### src/rtl/ascon_pkg.sv
// Shared definitions for the ASCON core arbiter: word-class encoding and
// arbiter state constants.
package ascon_pkg;

    // Word class carried alongside every input word.
    typedef enum logic [1:0] {
        PH_KEY   = 2'd0,
        PH_NONCE = 2'd1,
        PH_ASSOC = 2'd2,
        PH_TEXT  = 2'd3
    } phase_t;

    // Arbiter state enumeration, kept as plain constants so existing
    // legacy code that compares raw state values keeps working.
    localparam logic [1:0] ST_IDLE    = 2'd0;
    localparam logic [1:0] ST_RUN     = 2'd1;
    localparam logic [1:0] ST_DRAIN   = 2'd2;
    localparam logic [1:0] ST_RELEASE = 2'd3;

endpackage

### src/rtl/rr_pick2.sv
// Two-way round-robin picker: the requester after last_winner gets first
// priority; a lone requester always wins. Purely combinational.
module rr_pick2 (
    input  logic [1:0] req,
    input  logic       last_winner,
    output logic [1:0] gnt
);

    // Priority rotates away from whoever won last.
    always_comb begin
        gnt = '0;
        if (last_winner) begin
            if (req[0])      gnt = 2'b01;
            else if (req[1]) gnt = 2'b10;
        end else begin
            if (req[1])      gnt = 2'b10;
            else if (req[0]) gnt = 2'b01;
        end
    end

endmodule

### src/rtl/ascon_arb.sv
// Two-requester arbiter in front of a single ASCON core. A granted
// requester owns the core for a whole job (input words through tag);
// the core is reset between jobs.
// Optional feature: define ASCON_ARB_TIMEOUT_EN to enable the stall
// watchdog that aborts a job after TIMEOUT cycles without progress.
module ascon_arb
    import ascon_pkg::*;
#(
    parameter int unsigned TIMEOUT = 1024
) (
    input  logic         clk,
    input  logic         rst,
    input  logic [1:0]   req,
    output logic [1:0]   gnt,
    input  logic [1:0]   s_mode,
    input  logic [63:0]  s_data,
    input  logic [3:0]   s_phase,
    input  logic [1:0]   s_valid,
    input  logic [1:0]   s_last,
    output logic [1:0]   s_ready,
    output logic [31:0]  m_data,
    output logic [1:0]   m_valid,
    output logic [1:0]   m_last,
    output logic [127:0] m_tag,
    output logic [1:0]   m_tag_valid,
    output logic         c_rst,
    output logic         c_mode,
    output logic [31:0]  c_data,
    output logic [1:0]   c_phase,
    output logic         c_valid,
    output logic         c_last,
    input  logic         c_ready,
    input  logic [31:0]  c_out,
    input  logic         c_out_valid,
    input  logic         c_out_last,
    input  logic [127:0] c_tag,
    input  logic         c_tag_valid,
    output logic [1:0]   err
);

    logic [1:0] state;
    logic [1:0] gnt_q;
    logic       last_winner;
    logic       mode_q;
    logic [1:0] pick;
    logic       g;
    logic       in_run;
    logic       in_drain;
    logic       wd_fire;

    // Index of the current owner; only meaningful while gnt_q is non-zero.
    assign g        = gnt_q[1];
    assign in_run   = !rst && (state == ST_RUN);
    assign in_drain = !rst && (state == ST_DRAIN);

    rr_pick2 u_pick (
        .req         (req),
        .last_winner (last_winner),
        .gnt         (pick)
    );

`ifdef ASCON_ARB_TIMEOUT_EN
    localparam int unsigned WDW = (TIMEOUT < 2) ? 1 : $clog2(TIMEOUT + 1);

    logic [WDW-1:0] wdog;
    logic [1:0]     err_q;
    logic           wd_busy;
    logic           wd_event;

    // Progress is any accepted input word, any core output word, or the tag.
    assign wd_busy  = (state == ST_RUN) || (state == ST_DRAIN);
    assign wd_event = (c_valid && c_ready) || c_out_valid
                   || ((state == ST_DRAIN) && c_tag_valid);
    assign wd_fire  = wd_busy && !wd_event && (wdog == WDW'(TIMEOUT - 1));

    // Count consecutive no-progress cycles while a job owns the core.
    always_ff @(posedge clk) begin
        if (rst) begin
            wdog <= '0;
        end else if (wd_busy && !wd_event && !wd_fire) begin
            wdog <= wdog + 1'b1;
        end else begin
            wdog <= '0;
        end
    end

    // Sticky abort flag per requester, cleared when that requester is regranted.
    always_ff @(posedge clk) begin
        if (rst) begin
            err_q <= '0;
        end else if ((state == ST_IDLE) && (req != '0)) begin
            err_q[pick[1]] <= 1'b0;
        end else if (wd_fire) begin
            err_q[g] <= 1'b1;
        end
    end

    assign err = err_q;
`else
    // Parameter only matters with the watchdog; keep it referenced.
    logic unused_timeout;
    assign unused_timeout = (TIMEOUT == 0);
    assign wd_fire        = 1'b0;
    assign err            = '0;
`endif

    // Job sequencing: grant, stream words, wait for tag, reset core, release.
    always_ff @(posedge clk) begin
        if (rst) begin
            state       <= ST_IDLE;
            gnt_q       <= '0;
            last_winner <= 1'b1;
            mode_q      <= 1'b0;
        end else begin
            case (state)
                ST_IDLE: begin
                    if (req != '0) begin
                        state       <= ST_RUN;
                        gnt_q       <= pick;
                        last_winner <= pick[1];
                        mode_q      <= pick[1] ? s_mode[1] : s_mode[0];
                    end
                end
                ST_RUN: begin
                    if (wd_fire)
                        state <= ST_RELEASE;
                    else if (s_valid[g] && c_ready && s_last[g])
                        state <= ST_DRAIN;
                end
                ST_DRAIN: begin
                    if (wd_fire || c_tag_valid)
                        state <= ST_RELEASE;
                end
                default: begin
                    state <= ST_IDLE;
                    gnt_q <= '0;
                end
            endcase
        end
    end

    // Zero-latency routing between the owner and the core.
    always_comb begin
        s_ready     = '0;
        m_valid     = '0;
        m_last      = '0;
        m_tag_valid = '0;
        c_valid     = 1'b0;
        c_last      = 1'b0;
        c_data      = g ? s_data[63:32] : s_data[31:0];
        c_phase     = g ? s_phase[3:2]  : s_phase[1:0];
        if (in_run) begin
            c_valid    = s_valid[g];
            c_last     = s_last[g];
            s_ready[g] = c_ready;
        end
        if (in_run || in_drain) begin
            m_valid[g] = c_out_valid;
            m_last[g]  = c_out_last;
        end
        if (in_drain)
            m_tag_valid[g] = c_tag_valid;
    end

    assign gnt    = gnt_q;
    assign c_mode = mode_q;
    assign c_rst  = rst || (state == ST_RELEASE);
    assign m_data = c_out;
    assign m_tag  = c_tag;

endmodule

### config.mk
export PLATFORM = sky130hd
export DESIGN_NAME = ascon_arb
export DESIGN_NICKNAME = d
export VERILOG_FILES = /design/src/rtl/ascon_pkg.sv /design/src/rtl/rr_pick2.sv /design/src/rtl/ascon_arb.sv
export SDC_FILE = /design/constraint.sdc
export NUM_CORES = 1
export LEC_CHECK = 0
export ABC_CLOCK_PERIOD_IN_PS = 3800
export BUFFER_PORTS_ARGS = -buffer_cell sky130_fd_sc_hd__buf_2
export CORE_AREA = 2 2 178 180
export DETAILED_ROUTE_END_ITERATION = 8
export DIE_AREA = 0 0 180 182
export HOLD_SLACK_MARGIN = 0.03
export SYNTH_ARGS = -nofsm -noshare
export SYNTH_HDL_FRONTEND = slang
export SYNTH_SLANG_ARGS = --single-unit
export TNS_END_PERCENT = 50
### constraint.sdc
create_clock -name clk -period 3.8 [get_ports clk]
set_clock_uncertainty 0.15 [all_clocks]
set_input_delay 0.38 -clock clk [delete_from_list [all_inputs] [get_ports clk]]
set_output_delay 0.38 -clock clk [all_outputs]
set_load 0.01 [all_outputs]
==> results.yml <==
outcome:
  outcome: "complete, no violations"
global_routing:
  antenna_found_initial: 2
  grt_pass1_vias: 1594
  grt.total_usage_pct: 5.814
  grt_pass1_wl_um: 12970
  grt_max_degree: 28
  overflow: 0
setup_path:
  critical_path_arrival_ns: 1.94
  crit_slowest_cell: "dfxtp_2"
  reg2reg_to: "state[1]"
  crit_fanout: 27
  crit_chain: "buf_4 > mux2_2 > buf_2"
  reg2reg_depth: 4
  crit_type: "reg2out"
  reg2reg_from: "gnt[1]"
  rrSetupSlack_ns: 2.00
  cp_top_family: "flip-flops"
  end_kind: "output port"
  crit_path_start_kind: "flop"
  worstPathRequired_ns: 3.27
  crit_buf_inv: 2
  cp_slowest_stage_delay_ns: 0.75
placed_design:
  dp_hpwl_um: 9354
  place.gp.congestion: 0.6128
  dp_cells: 629
  portBuffers: 129
cells_and_area:
  final_layout_size_suffix_gt1_share_pct: 73.91
  layout.nets: 478
  synthToLayoutAreaGrowth_pct: -0.8881
  n_antenna_cell: 0
  final-instance-count-excl-fill: 632
  register_area_um2: 121.4
  fillers: 3642
  multiInputGateArea_um2: 723.2
power_and_ir_drop:
  leakage_nw: 0.8824
  ir_drop_uv: 93.84
  power_density_nw_per_um2: 380.1
synthesis:
  synth.area.top_cells: "buf_4 (58%), mux2_2 (18%), dfxtp_1 (5.7%), ha_1 (2.4%), nand2_1 (1.6%)"
  ys_ff_latch: 6
  async_flop_share_pct: 0
  yosysUniqueCellTypes: 27
  synth.yosys.warnings: 0
  syn_inst: 265
  synth_top_area_share_pct: 57.55
  syn_avg_cell_area_um2: 7.975
  synthTopCellsByCount: "buf_4 (162), mux2_2 (33), nand2_1 (9)"
  yosys.area.top_type: "buf_4"
  syn_area_um2: 2113
  yosysMostFrequentCell: "buf_4"
  synth_ff_type: "dfxtp_1"
  synth-edff-count: 0
  ys_seq_area_share_pct: 5.684
clock_tree:
  clock_latency_ns: 0.23
  cts_resized: 0
  cts_buffer_depth: 2
  clkSinkCount: 6
  htreeDepth: 1
  cts_tree: "built"
  clkTransAtPathRegs_ns: 0.04
  clockRootBuffer: "clkbuf_16"
  cts_setup_buffers: 0
  cts_buffers: 3
  ctsHoldBuffers: 0
sta:
  slew_violations: 0
  fin_tns_setup_ns: 0
  rsz0062_at_grt: "no"
  period_minus_slack_ns: 2.470
  setup_viol: 0
  fmax_mhz: 404.8
  tightest_slew_ns: 0.6761
  hold_viol_final: 0
  timing.final.crit_share_pct: 65.01
  worst_slew_margin_rel_pct: 54.93
die:
  initial_utilization_pct: 6.820
  die-area_um2: 32760
  die_height_um: 182
  coreArea_um2: 30990
  die_w_um: 180
  core.rowCount: 65
  io_pins: 452
routing:
  wirelength_um: 10340
  drt_iter0_markers: 41
  drt.antenna.violating_nets: 0
  post_drt_wl_per_cell_um: 16.37
  top_layer_used: "met5"
  drc: 0
  wl_met3_um: 1615
  viasPerCell: 2.389
  wl_met2_um: 4779
  vias: 1510
  dr.pass1.iters: 4
  met1Wirelength_um: 3151
min_path:
  min_path_type: "in2reg"
  worstHoldStart: "req[1]"
  min_path_cells: 3
  min_to: "gnt[1]"
job:
  cap_violations: 0
[layer usage]
metal | global-route usage, % | vias up
met3 | 3.991 | 100
met5 | 0 | -
met2 | 9.241 | 178
met1 | 5.164 | 604
li1 | - | 624
met4 | 4.520 | 4
[cells by family (layout without fill, tap and decap cells)]
family          Yosys count  count (layout)  share of synthesized area (%)
other cells               1               2                         0.1774
flops                     6               6                          5.684
simple gates             31              31                          7.401
compound gates           12              12                          4.559
mux                      37              37                          19.54
buf+inv                 174             138                          60.27
fa+ha+maj                 4               4                          2.368
[layout make-up]
class / count / share of cell area, %
tap: 402 / 24.01
clock buffer: 3 / 3.584
sequential: 6 / 5.794
multi-input combinational: 86 / 34.53
inverter: 5 / 0.8961
timing repair buffer: 130 / 31.18
[worst max-delay path by stage]
stage                 from         end  slack [ns]  depth (start not counted)
global placement    gnt[1]  c_data[31]        1.57                          3
detailed placement  gnt[1]  c_data[29]        1.50                          3
finish              gnt[1]  c_data[29]        1.33                          3
CTS                 gnt[1]  c_data[29]        1.25                          3
floorplan           gnt[1]   c_data[0]        2.19                          3
global route        gnt[1]  c_data[29]        1.19                          3
[cells in the final DEF (no fill, tap or decap), types with 2 or more instances in the layout]
master,Yosys,layout
nand2_1,9,9
buf_2,4,129
nand4b_1,2,2
nor2_1,8,8
inv_1,5,5
dfxtp_1,6,5
mux2_2,33,33
nor3_1,5,5
conb_1,1,2
nor2b_1,3,3
a21oi_1,3,3
ha_1,4,4
clkbuf_16,0,3
o21ai_0,4,4
mux2i_1,3,3
[per-stage QoR]
step                      hold slack, ns  util [%]  worst slack, ns  power, mW  area (µm²)
final                             0.3060     6.760            1.330     0.7962        2095
after global routing              0.3231     6.760            1.185     0.8632        2095
after CTS                         0.3059     6.760            1.250     0.8229        2095
after detailed placement          0.3429     6.517            1.496     0.6378        2019
after global placement            0.3323     6.517            1.574     0.6271        2019
after floorplan                   0.3177         -            2.186     0.6049        2117
[report_power, final]
group | total (mW) | internal, mW | leakage, nW | switching, mW
combinational | 0.489 | 0.246 | 0.795 | 0.242
clock | 0.176 | 0.136 | 0.0370 | 0.0402
sequential | 0.132 | 0.0857 | 0.0501 | 0.0460
total | 0.796 | 0.468 | 0.882 | 0.328
[worst reg2reg max path: stages (launching register included)]
cell	delay, ns
dfxtp_2	0.75
nand4_1	0.17
and3_4	0.24
a221oi_4	0.21
mux2i_1	0.21
[sequential cells by signal (all words and copies together) (netlist names)]
signal and count:
gnt 2, c_mode 1, last_winner 1, state 2
No activity file was read; power rests on OpenSTA's default activity.
